### src/rtl/io_dev_bridge_pkg.sv
`default_nettype none
// ============================================================================
// Module   : io_pkg
// Purpose  : Shared code width, FSM state indices and well-known I/O codes.
// Revision : 1.0 - initial release
// ============================================================================
package io_pkg;
  localparam int CODE_W = 5;

  // Bit positions of the one-hot TX/RX state vectors
  localparam int TX_IDLE_B = 0;
  localparam int TX_RDY_B  = 1;
  localparam int TX_WAIT_B = 2;
  localparam int TX_PACE_B = 3;
  localparam int RX_IDLE_B = 0;
  localparam int RX_ACK_B  = 1;
  localparam int RX_PACE_B = 2;

  localparam logic [CODE_W-1:0] C_CODE_NUM_PREFIX = 5'b10000;
  localparam logic [CODE_W-1:0] C_CODE_WRITE      = 5'b00110;
  localparam logic [CODE_W-1:0] C_CODE_END        = 5'b00111;
  localparam logic [CODE_W-1:0] C_CODE_SELECT     = 5'b00001;
endpackage
`default_nettype wire

### src/rtl/io_dev_bridge_if.sv
`default_nettype none
// ============================================================================
// Module   : io_dev_bridge_if
// Purpose  : Host stream, I/O unit rdy/ack channels and panel signals.
// Revision : 1.0 - initial release
// ============================================================================
interface io_dev_bridge_if #(
  parameter int IN_DEPTH  = 4,
  parameter int OUT_DEPTH = 4
);
  import io_pkg::*;

  localparam int IN_LW  = $clog2(IN_DEPTH) + 1;
  localparam int OUT_LW = $clog2(OUT_DEPTH) + 1;

  logic              host_in_valid_from_host;
  logic              host_in_ready_to_host;
  logic [CODE_W-1:0] host_in_data_from_host;
  logic              host_out_valid_to_host;
  logic              host_out_ready_from_host;
  logic [CODE_W-1:0] host_out_data_to_host;
  logic              input_rdy_to_io;
  logic              input_ack_from_io;
  logic [CODE_W-1:0] input_data_to_io;
  logic              output_rdy_from_io;
  logic              output_ack_to_io;
  logic [CODE_W-1:0] output_data_from_io;
  logic              flush_from_pnl;
  logic [IN_LW-1:0]  in_level_to_pnl;
  logic [OUT_LW-1:0] out_level_to_pnl;

  modport master (
    output host_in_valid_from_host, host_in_data_from_host, host_out_ready_from_host,
    output input_ack_from_io, output_rdy_from_io, output_data_from_io, flush_from_pnl,
    input  host_in_ready_to_host, host_out_valid_to_host, host_out_data_to_host,
    input  input_rdy_to_io, input_data_to_io, output_ack_to_io,
    input  in_level_to_pnl, out_level_to_pnl
  );

  modport slave (
    input  host_in_valid_from_host, host_in_data_from_host, host_out_ready_from_host,
    input  input_ack_from_io, output_rdy_from_io, output_data_from_io, flush_from_pnl,
    output host_in_ready_to_host, host_out_valid_to_host, host_out_data_to_host,
    output input_rdy_to_io, input_data_to_io, output_ack_to_io,
    output in_level_to_pnl, out_level_to_pnl
  );
endinterface
`default_nettype wire

### src/rtl/io_dev_bridge_fifo.sv
`default_nettype none
// ============================================================================
// Module   : io_code_fifo
// Purpose  : Small code FIFO with flush; full refuses push, no pass-through.
// Revision : 1.0 - initial release
// ============================================================================
module io_code_fifo
  import io_pkg::*;
#(
  parameter int DEPTH = 4
) (
  input  wire logic                      clk,
  input  wire logic                      resetn,
  input  wire logic                      flush,
  input  wire logic                      push_valid,
  output logic                           push_ready,
  input  wire logic [CODE_W-1:0]         push_data,
  output logic                           pop_valid,
  input  wire logic                      pop_ready,
  output logic [CODE_W-1:0]              pop_data,
  output logic [$clog2(DEPTH):0]         level
);
  localparam int AW = $clog2(DEPTH);

  logic [AW:0]       r_wr;
  logic [AW:0]       r_rd;
  logic [CODE_W-1:0] r_mem [DEPTH];
  logic              r_live;
  logic              w_push;
  logic              w_pop;
  logic              w_full;

  assign level      = r_wr - r_rd;
  assign w_full     = (level == (AW+1)'(DEPTH));
  assign pop_valid  = (r_wr != r_rd);
  // r_live holds ready low through reset and for the first cycle after it
  assign push_ready = r_live && !w_full;
  assign w_push     = push_valid && push_ready && !flush;
  assign w_pop      = pop_ready && pop_valid && !flush;
  assign pop_data   = r_mem[r_rd[AW-1:0]];

  always_ff @(posedge clk) begin
    if (!resetn) begin
      r_wr   <= '0;
      r_rd   <= '0;
      r_live <= 1'b0;
      for (int i = 0; i < DEPTH; i++) r_mem[i] <= '0;
    end else begin
      r_live <= 1'b1;
      if (flush) begin
        r_wr <= '0;
        r_rd <= '0;
      end else begin
        if (w_push) begin
          r_mem[r_wr[AW-1:0]] <= push_data;
          r_wr                <= r_wr + 1'b1;
        end
        if (w_pop) r_rd <= r_rd + 1'b1;
      end
    end
  end
endmodule
`default_nettype wire

### src/rtl/io_dev_bridge.sv
`default_nettype none
// ============================================================================
// Module   : io_dev_bridge
// Purpose  : Tape reader/punch emulation on the I/O unit rdy/ack channels.
//            Define IO_PACE_EN to add PACE_CYCLES gaps after each character.
// Revision : 1.0 - initial release
// ============================================================================
module io_dev_bridge
  import io_pkg::*;
#(
  parameter int IN_DEPTH    = 4,
  parameter int OUT_DEPTH   = 4,
  parameter int PACE_CYCLES = 16
) (
  input  wire logic        clk,
  input  wire logic        resetn,
  io_dev_bridge_if.slave   bus
);
`ifdef IO_PACE_EN
  localparam int TX_N = 4;
  localparam int RX_N = 3;
  localparam int PCW  = $clog2(PACE_CYCLES) + 1;
  localparam logic [TX_N-1:0] TX_PACE = TX_N'(1 << TX_PACE_B);
  localparam logic [RX_N-1:0] RX_PACE = RX_N'(1 << RX_PACE_B);
`else
  localparam int TX_N = 3;
  localparam int RX_N = 2;
`endif
  localparam logic [TX_N-1:0] TX_IDLE = TX_N'(1 << TX_IDLE_B);
  localparam logic [TX_N-1:0] TX_RDY  = TX_N'(1 << TX_RDY_B);
  localparam logic [TX_N-1:0] TX_WAIT = TX_N'(1 << TX_WAIT_B);
  localparam logic [RX_N-1:0] RX_IDLE = RX_N'(1 << RX_IDLE_B);
  localparam logic [RX_N-1:0] RX_ACK  = RX_N'(1 << RX_ACK_B);

  logic [TX_N-1:0]   r_tx_state;
  logic [RX_N-1:0]   r_rx_state;
  logic [CODE_W-1:0] r_hold;
  logic              w_in_nempty;
  logic [CODE_W-1:0] w_in_head;
  logic              w_in_pop;
  logic              w_out_can_push;
  logic              w_out_push;

  // Flush must also block the load, otherwise the holding register takes a dropped code
  assign w_in_pop   = (r_tx_state == TX_IDLE) && w_in_nempty &&
                      !bus.input_ack_from_io && !bus.flush_from_pnl;
  assign w_out_push = (r_rx_state == RX_IDLE) && bus.output_rdy_from_io && w_out_can_push;

  io_code_fifo #(.DEPTH(IN_DEPTH)) u_in_fifo (
    .clk        (clk),
    .resetn     (resetn),
    .flush      (bus.flush_from_pnl),
    .push_valid (bus.host_in_valid_from_host),
    .push_ready (bus.host_in_ready_to_host),
    .push_data  (bus.host_in_data_from_host),
    .pop_valid  (w_in_nempty),
    .pop_ready  (w_in_pop),
    .pop_data   (w_in_head),
    .level      (bus.in_level_to_pnl)
  );

  io_code_fifo #(.DEPTH(OUT_DEPTH)) u_out_fifo (
    .clk        (clk),
    .resetn     (resetn),
    .flush      (bus.flush_from_pnl),
    .push_valid (w_out_push),
    .push_ready (w_out_can_push),
    .push_data  (bus.output_data_from_io),
    .pop_valid  (bus.host_out_valid_to_host),
    .pop_ready  (bus.host_out_ready_from_host),
    .pop_data   (bus.host_out_data_to_host),
    .level      (bus.out_level_to_pnl)
  );

`ifdef IO_PACE_EN
  logic [PCW-1:0] r_tx_cnt;
  logic [PCW-1:0] r_rx_cnt;
`endif

  always_ff @(posedge clk) begin
    if (!resetn) begin
      r_tx_state <= TX_IDLE;
      r_hold     <= '0;
`ifdef IO_PACE_EN
      r_tx_cnt   <= '0;
`endif
    end else begin
      case (r_tx_state)
        TX_IDLE: if (w_in_pop) begin
          r_hold     <= w_in_head;
          r_tx_state <= TX_RDY;
        end
        TX_RDY:  if (bus.input_ack_from_io) r_tx_state <= TX_WAIT;
        TX_WAIT: if (!bus.input_ack_from_io) begin
`ifdef IO_PACE_EN
          r_tx_state <= TX_PACE;
          r_tx_cnt   <= '0;
`else
          r_tx_state <= TX_IDLE;
`endif
        end
`ifdef IO_PACE_EN
        TX_PACE: begin
          if (r_tx_cnt == PCW'(PACE_CYCLES - 1)) r_tx_state <= TX_IDLE;
          else                                    r_tx_cnt   <= r_tx_cnt + 1'b1;
        end
`endif
        default: r_tx_state <= TX_IDLE;
      endcase
    end
  end

  always_ff @(posedge clk) begin
    if (!resetn) begin
      r_rx_state <= RX_IDLE;
`ifdef IO_PACE_EN
      r_rx_cnt   <= '0;
`endif
    end else begin
      case (r_rx_state)
        RX_IDLE: if (w_out_push) r_rx_state <= RX_ACK;
        RX_ACK:  if (!bus.output_rdy_from_io) begin
`ifdef IO_PACE_EN
          r_rx_state <= RX_PACE;
          r_rx_cnt   <= '0;
`else
          r_rx_state <= RX_IDLE;
`endif
        end
`ifdef IO_PACE_EN
        RX_PACE: begin
          if (r_rx_cnt == PCW'(PACE_CYCLES - 1)) r_rx_state <= RX_IDLE;
          else                                    r_rx_cnt   <= r_rx_cnt + 1'b1;
        end
`endif
        default: r_rx_state <= RX_IDLE;
      endcase
    end
  end

  assign bus.input_rdy_to_io  = (r_tx_state == TX_RDY);
  assign bus.input_data_to_io = r_hold;
  assign bus.output_ack_to_io = (r_rx_state == RX_ACK);
endmodule
`default_nettype wire

### src/flat_wrapper.sv
// flat-port wrapper written by rule: the top's interface ports become plain ports
module io_dev_bridge_flat import io_pkg::*;
#(
  parameter int IN_DEPTH    = 4,
  parameter int OUT_DEPTH   = 4,
  parameter int PACE_CYCLES = 16
)
  (clk, resetn, bus_host_in_valid_from_host, bus_host_in_data_from_host, bus_host_out_ready_from_host, bus_input_ack_from_io, bus_output_rdy_from_io, bus_output_data_from_io, bus_flush_from_pnl, bus_host_in_ready_to_host, bus_host_out_valid_to_host, bus_host_out_data_to_host, bus_input_rdy_to_io, bus_input_data_to_io, bus_output_ack_to_io, bus_in_level_to_pnl, bus_out_level_to_pnl);
  io_dev_bridge_if #(.IN_DEPTH(IN_DEPTH), .OUT_DEPTH(OUT_DEPTH)) bus_i ();
  input  wire logic clk;
  input  wire logic resetn;
  input wire logic [$bits(bus_i.host_in_valid_from_host)-1:0] bus_host_in_valid_from_host;
  input wire logic [$bits(bus_i.host_in_data_from_host)-1:0] bus_host_in_data_from_host;
  input wire logic [$bits(bus_i.host_out_ready_from_host)-1:0] bus_host_out_ready_from_host;
  input wire logic [$bits(bus_i.input_ack_from_io)-1:0] bus_input_ack_from_io;
  input wire logic [$bits(bus_i.output_rdy_from_io)-1:0] bus_output_rdy_from_io;
  input wire logic [$bits(bus_i.output_data_from_io)-1:0] bus_output_data_from_io;
  input wire logic [$bits(bus_i.flush_from_pnl)-1:0] bus_flush_from_pnl;
  output wire logic [$bits(bus_i.host_in_ready_to_host)-1:0] bus_host_in_ready_to_host;
  output wire logic [$bits(bus_i.host_out_valid_to_host)-1:0] bus_host_out_valid_to_host;
  output wire logic [$bits(bus_i.host_out_data_to_host)-1:0] bus_host_out_data_to_host;
  output wire logic [$bits(bus_i.input_rdy_to_io)-1:0] bus_input_rdy_to_io;
  output wire logic [$bits(bus_i.input_data_to_io)-1:0] bus_input_data_to_io;
  output wire logic [$bits(bus_i.output_ack_to_io)-1:0] bus_output_ack_to_io;
  output wire logic [$bits(bus_i.in_level_to_pnl)-1:0] bus_in_level_to_pnl;
  output wire logic [$bits(bus_i.out_level_to_pnl)-1:0] bus_out_level_to_pnl;
  assign bus_i.host_in_valid_from_host = bus_host_in_valid_from_host;
  assign bus_i.host_in_data_from_host = bus_host_in_data_from_host;
  assign bus_i.host_out_ready_from_host = bus_host_out_ready_from_host;
  assign bus_i.input_ack_from_io = bus_input_ack_from_io;
  assign bus_i.output_rdy_from_io = bus_output_rdy_from_io;
  assign bus_i.output_data_from_io = bus_output_data_from_io;
  assign bus_i.flush_from_pnl = bus_flush_from_pnl;
  assign bus_host_in_ready_to_host = bus_i.host_in_ready_to_host;
  assign bus_host_out_valid_to_host = bus_i.host_out_valid_to_host;
  assign bus_host_out_data_to_host = bus_i.host_out_data_to_host;
  assign bus_input_rdy_to_io = bus_i.input_rdy_to_io;
  assign bus_input_data_to_io = bus_i.input_data_to_io;
  assign bus_output_ack_to_io = bus_i.output_ack_to_io;
  assign bus_in_level_to_pnl = bus_i.in_level_to_pnl;
  assign bus_out_level_to_pnl = bus_i.out_level_to_pnl;
  io_dev_bridge #(.IN_DEPTH(IN_DEPTH), .OUT_DEPTH(OUT_DEPTH), .PACE_CYCLES(PACE_CYCLES)) u_core (.clk(clk), .resetn(resetn), .bus(bus_i));
endmodule
### config.mk
export PLATFORM = sky130hd
export DESIGN_NAME = io_dev_bridge_flat
export DESIGN_NICKNAME = d
export VERILOG_FILES = /design/src/rtl/io_dev_bridge_pkg.sv /design/src/rtl/io_dev_bridge_if.sv /design/src/rtl/io_dev_bridge_fifo.sv /design/src/rtl/io_dev_bridge.sv /design/src/flat_wrapper.sv
export SDC_FILE = /design/constraint.sdc
export NUM_CORES = 1
export LEC_CHECK = 0
export BUFFER_PORTS_ARGS = -buffer_cell sky130_fd_sc_hd__buf_2
export CORE_AREA = 10 10 124 70
export CTS_BUF_LIST = sky130_fd_sc_hd__clkbuf_8 sky130_fd_sc_hd__clkbuf_16
export CTS_CLUSTER_SIZE = 25
export DETAILED_ROUTE_END_ITERATION = 12
export DIE_AREA = 0 0 134 80
export GPL_ROUTABILITY_DRIVEN = 0
export PLACE_DENSITY = 0.68
export SLEW_MARGIN = 20
export SYNTH_ARGS = -nofsm -noshare
export SYNTH_HDL_FRONTEND = slang
export SYNTH_HIERARCHICAL = 1
export SYNTH_SLANG_ARGS = --single-unit
### constraint.sdc
create_clock -name clk -period 3.84 [get_ports clk]
set_clock_uncertainty 0.1 [all_clocks]
set_input_delay 0 -clock clk [delete_from_list [all_inputs] [get_ports clk]]
set_output_delay 0 -clock clk [all_outputs]
set_load 0.02 [all_outputs]
---- Word level (Yosys, flattened, before mapping) ----
Memory sizes are Yosys's and may differ from the RTL's. A register that Yosys moved wholly into a read port is not among the register bits.
Cells that the tools add are included.
operators by class
  $add $sub $neg .......................... 6
  eq/ne operators ......................... 14
  mux-type cells .......................... 25
  bitwise operators ....................... 1
  reduce and logical (&&, ||, !) cells .... 26
operator list
  kind                 number
  $logic_and 1x1->1    15
  $add 3x1->3 const B  4
  $mux 1               12
  $mux 2               6
  $mux 5               2
  $ne 2x2->1 const B   5
  $reduce_or 5->1      2
  $eq 3x3->1 const B   3
  $mux 3               3
  $pmux 3 s3           1
  $ne 3x3->1           2
  $sub 3x3->3          2
  $logic_not 1->1      5
  $pmux 2 s2           1
  $reduce_and 2->1     2
  $eq 3x1->1 const B   1
  $eq 3x2->1 const B   1
  $reduce_and 3->1     1
  $eq 2x1->1 const B   1
  $eq 2x2->1 const B   1
  $reduce_or 2->1      1
  $not 1->1            1
word-level totals
  register bits ........................... 18
  RAM bits ................................ 40
  input bits .............................. 17
  output and inout bits ................... 20
  word-level logic and storage cells ...... 81
  memories kept ........................... 2
memory list
  name                     words  bits a word  rd ports  clocked after memory_dff  write ports  line                      RTL
  u_core.u_in_fifo.r_mem   4      5            1         1                         4            io_dev_bridge_fifo.sv:27  logic [CODE_W-1:0] r_mem [DEPTH];
  u_core.u_out_fifo.r_mem  4      5            1         1                         4            io_dev_bridge_fifo.sv:27

---- Logic depth before layout (Yosys ltp) ----
  word-level depth ........................ 13
  mapped depth ............................ 10
  mapped depth without buffers ............ 10

---- Modules after synthesis ----
Netlist, hierarchy kept.
modules (own cells, without submodules)
  module         instances  cells each  area an instance (um^2)  seq. area each (um^2)
  io_code_fifo   2          107         1357.6                   780.7
  io_dev_bridge  1          44          424.2                    200.2

---- Worst setup path before layout ----
Ideal clock, no wire load.
  path kind ............................... register -> register
  from .................................... register u_core.u_out_fifo.r_wr[0]
  to ...................................... memory u_core.u_out_fifo.r_mem[0][0], enable pin
  setup time .............................. 313 ps
  arrival ................................. 2732 ps
  data required time ...................... 3427 ps
  slack ................................... 695 ps
  stages on the path, launching flop included .. 11
  buffers on the path ..................... 0
  period minus slack after synthesis ...... 3145 ps
  cells stage by stage .................... dfxtp_1 -> inv_1 -> ha_1 -> fa_1 -> xor3_2 -> a31oi_2 -> and4b_1 -> nand2b_1 -> a311oi_4 -> nand3_2 -> nand2_1
RTL lines
  item                    line                      RTL
  from (decl)             io_dev_bridge_fifo.sv:25  logic [AW:0] r_wr;
  from (signal assigned)  io_dev_bridge_fifo.sv:56  r_wr <= r_wr + 1'b1;
  to (decl)               io_dev_bridge_fifo.sv:27

==> metrics.cfg <==
[status]
status = completed

[layout]
layout-drive-gt1-share_pct = 25.2
nNetsFinal = 340
fill_cells = 537
fin_cells = 410
area_delta_synth_final_pct = 22.2
diodes = 0

[worst_setup_path]
arrival_ns = 3.34
rr_worst_depth = 10
cp_max_fo = 6
worstPathCellList = inv_1, ha_1, fa_1, xor3_2, a31oi_2, and4b_1, nand2b_1, a311oi_4, nand3_2, nand2_1
cp-end-kind = flop
slowest_stage = dfxtp_1
reg2reg_from = u_core/u_out_fifo/r_wr[0]$_SDFFE_PP0P_
r2r_end = u_core/u_out_fifo/r_mem[0][3]$_SDFFCE_PN0P_
crit_required_ns = 3.75
reg2reg_slack_ns = 0.41
criticalPathCategory = reg2reg
startpoint_type = flop
cpPeakStageDelay_ns = 0.39
critPathBufInv = 1
cp_top_family = simple AND/OR/NAND/NOR gates

[timing]
slew-limit-headroom_pct = 50.2
finalHoldViolations = 0
final-setup-viol-count = 0
drv_slew = 0
worstMarginPinSlew_ns = 0.741
max_freq_ghz = 0.292
min_period_ns = 3.43
period_share_pct = 89.3
rsz0062_at_grt = no
setup_tns_ns = 0

[job]
cap_violations = 0

[synthesis]
netlist_area_sq_mm = 0.00314
yosysWarnings = 6
syn_nets = 285
ys_seq_elements = 68
seq_area_frac_synth_pct = 56.1
syn_area_per_cell_sq_um = 12.2
async_reset_ff_share_pct = 0
netlist_instances = 258
synth_edf_count = 40
ys_types = 34
synth_ff_type = edfxtp_1

[pwr]
p_leak_nw = 1.54
p_per_area_mw_per_mm2 = 441
vdd_ir_drop_max_mv = 0.246
p_sw_uw = 362
p_clk_share_pct = 46.9
power_mw = 1.69
seq_power_share_pct = 47.3
p_int_mw = 1.33
p_sw_share_pct = 21.4
combPwrFrac_pct = 5.8

[placed_design]
port_buffers = 36
placed_cells = 382
dp_hpwl_mm = 5.03

[cts]
cts_made_buffers = 9
clock_sinks = 68
cts_resized = 0
h-tree-depth = 3
clk_latency_ns = 0.32
clkTransAtPathRegs_ns = 0.05
cts_root_buf = clkbuf_16
clock_path_buffers = 2
cts_tree = yes

[floorplan]
die_x_um = 134
coreArea_sq_mm = 0.00649
dieArea_sq_mm = 0.0107
start_util_pct = 48.4
ios = 37
fp.dieH_um = 80
rows = 21

[global_routing]
grt_pass1_vias = 2044
grt-ovfl-total = 0
grtUsageTotal_pct = 13.6
grt_max_degree = 38
grt_pass1_wl_mm = 11.2
antenna_found_initial = 0

[route]
drt_wl_total_mm = 6.84
drc_errors = 0
first_iter_violations = 165
via_per_inst = 4.96
vias = 2032
ant_nets = 0
firstDrtPassIters = 4
wire_per_inst_um = 16.7

[worst_hold_path]
hold_depth = 5
holdPathEnd = u_core/u_in_fifo/r_wr[2]$_SDFFE_PP0P_
hp-class = in2reg
hold_start = bus_host_in_valid_from_host

worst register-to-register path, stage by stage (launching register included):
cell and delay (ns):
dfxtp_1 0.39, inv_1 0.13, ha_1 0.23, fa_1 0.37, xor3_2 0.31, a31oi_2 0.28, and4b_1 0.35, nand2b_1 0.12
a311oi_4 0.38, nand3_2 0.20, nand2_1 0.24
cells in the final DEF (no fill, tap or decap), types with 9 or more instances in the layout:
master         Yosys  layout
clkbuf_16          0       9
edfxtp_1          40      40
buf_2              0      36
nand2_1           31      31
dlygate4sd3_1      0      12
nor2_1            56      56
inv_1             12      13
dfxtp_1           28      28
mux2i_1           10      10
mux4_2            10      10
through the flow:
step | utilization (%) | setup slack (ns) | hold WS (ns) | cell area (sq um)
3_5_place_dp | 52.7 | 0.416 | 0.184 | 3420
3_3_place_gp | 52.7 | 0.594 | 0.180 | 3420
4_1_cts | 59.1 | 0.405 | 0.0147 | 3840
2_1_floorplan | - | 0.695 | -0.0723 | 3140
5_1_grt | 59.1 | 0.168 | 0.0366 | 3840
6_report | 59.1 | 0.412 | 0.0300 | 3840
metal layers:
metal  part of all wire (%)  up-vias  global-route usage [%]  wire length [um]
met4                   0.35        0                    3.78                24
met5                      0        -                       0                 0
met3                    8.9        4                    6.34               610
met1                     55      937                    20.9              3750
met2                     36       68                    15.6              2450
li1                       -     1023                       -                 -
synthesized netlist by cell type, types with 3 or more instances:
library cell / count / share of area, %
dfxtp_1: 28 / 18
nand2_1: 31 / 3.7
xnor2_1: 5 / 1.4
ha_1: 8 / 3.2
o21ai_0: 4 / 0.64
mux2i_1: 10 / 3.2
nand2b_1: 5 / 1.0
nand3_2: 6 / 1.9
inv_1: 12 / 1.4
edfxtp_1: 40 / 38
clkbuf_1: 3 / 0.36
nand3b_2: 3 / 1.1
nor2_1: 56 / 6.7
xor2_1: 6 / 1.7
a31oi_1: 4 / 0.80
mux4_2: 10 / 7.2
cell type report:
class	count	area [sq um]	share of cell area [%]
clock buffer	9	225	5.87
clock inverter	7	68.8	1.79
inverter	12	45.0	1.17
multi-input combinational	173	1310	34.2
sequential	68	1760	45.9
tap	92	115	3.00
timing repair buffer	49	308	8.02
cell families (layout without fill, tap and decap cells):
kind of cell    after synthesis  after routing  synth area share [%]
xor+xnor                     13             13                  4.66
mux                          20             20                  10.4
flops                        68             68                  56.1
buf+inv                      17             77                  2.03
fa+ha+maj                    10             10                  4.46
simple gates                112            112                  17.1
compound gates               18             18                  5.26
worst max-delay path by stage:
| stage | cells past startpoint | start | slack, ns | endpoint |
|---|---|---|---|---|
| 3_5_place_dp | 10 | u_core/u_out_fifo/r_wr[0]$_SDFFE_PP0P_ | 0.42 | u_core/u_out_fifo/r_mem[0][0]$_SDFFCE_PN0P_ |
| 3_3_place_gp | 10 | u_core/u_out_fifo/r_wr[0]$_SDFFE_PP0P_ | 0.59 | u_core/u_out_fifo/r_mem[0][4]$_SDFFCE_PN0P_ |
| 2_1_floorplan | 10 | u_core/u_out_fifo/r_wr[0]$_SDFFE_PP0P_ | 0.70 | u_core/u_out_fifo/r_mem[0][0]$_SDFFCE_PN0P_ |
| 6_report | 10 | u_core/u_out_fifo/r_wr[0]$_SDFFE_PP0P_ | 0.41 | u_core/u_out_fifo/r_mem[0][3]$_SDFFCE_PN0P_ |
| 4_1_cts | 10 | u_core/u_out_fifo/r_wr[0]$_SDFFE_PP0P_ | 0.41 | u_core/u_out_fifo/r_mem[0][0]$_SDFFCE_PN0P_ |
| 5_1_grt | 10 | u_core/u_out_fifo/r_wr[0]$_SDFFE_PP0P_ | 0.17 | u_core/u_out_fifo/r_mem[0][3]$_SDFFCE_PN0P_ |
flip-flops by register name, indices dropped and copies added (netlist names), named ones only:
register and cells:
u_core/u_in_fifo/r_wr 3, u_core/u_in_fifo/r_rd 3, u_core/u_out_fifo/r_live 1, u_core/r_tx_state 3
u_core/r_rx_state 2, u_core/u_out_fifo/r_mem 20, u_core/u_in_fifo/r_live 1, u_core/bus.input_data_to_io 5
u_core/u_in_fifo/r_mem 20, u_core/u_out_fifo/r_rd 3, u_core/u_out_fifo/r_wr 3
power by group through the flow:
stage / combinational (mW) / sequential, mW / clock (mW)
CTS: 0.0975 / 0.800 / 0.808
global route: 0.107 / 0.802 / 0.849
finish: 0.0978 / 0.800 / 0.793
detailed placement: 0.0877 / 0.815 / 0
global placement: 0.0863 / 0.815 / 0
floorplan: 0.0568 / 0.811 / 0
repair_timing:
item,4_1_cts,5_1_grt
buffers inserted,0,0
setup endpoints to repair,0,0
hold buffers,12,0
hold endpoints to repair,35,0
No activity file was read; power rests on OpenSTA's default activity.
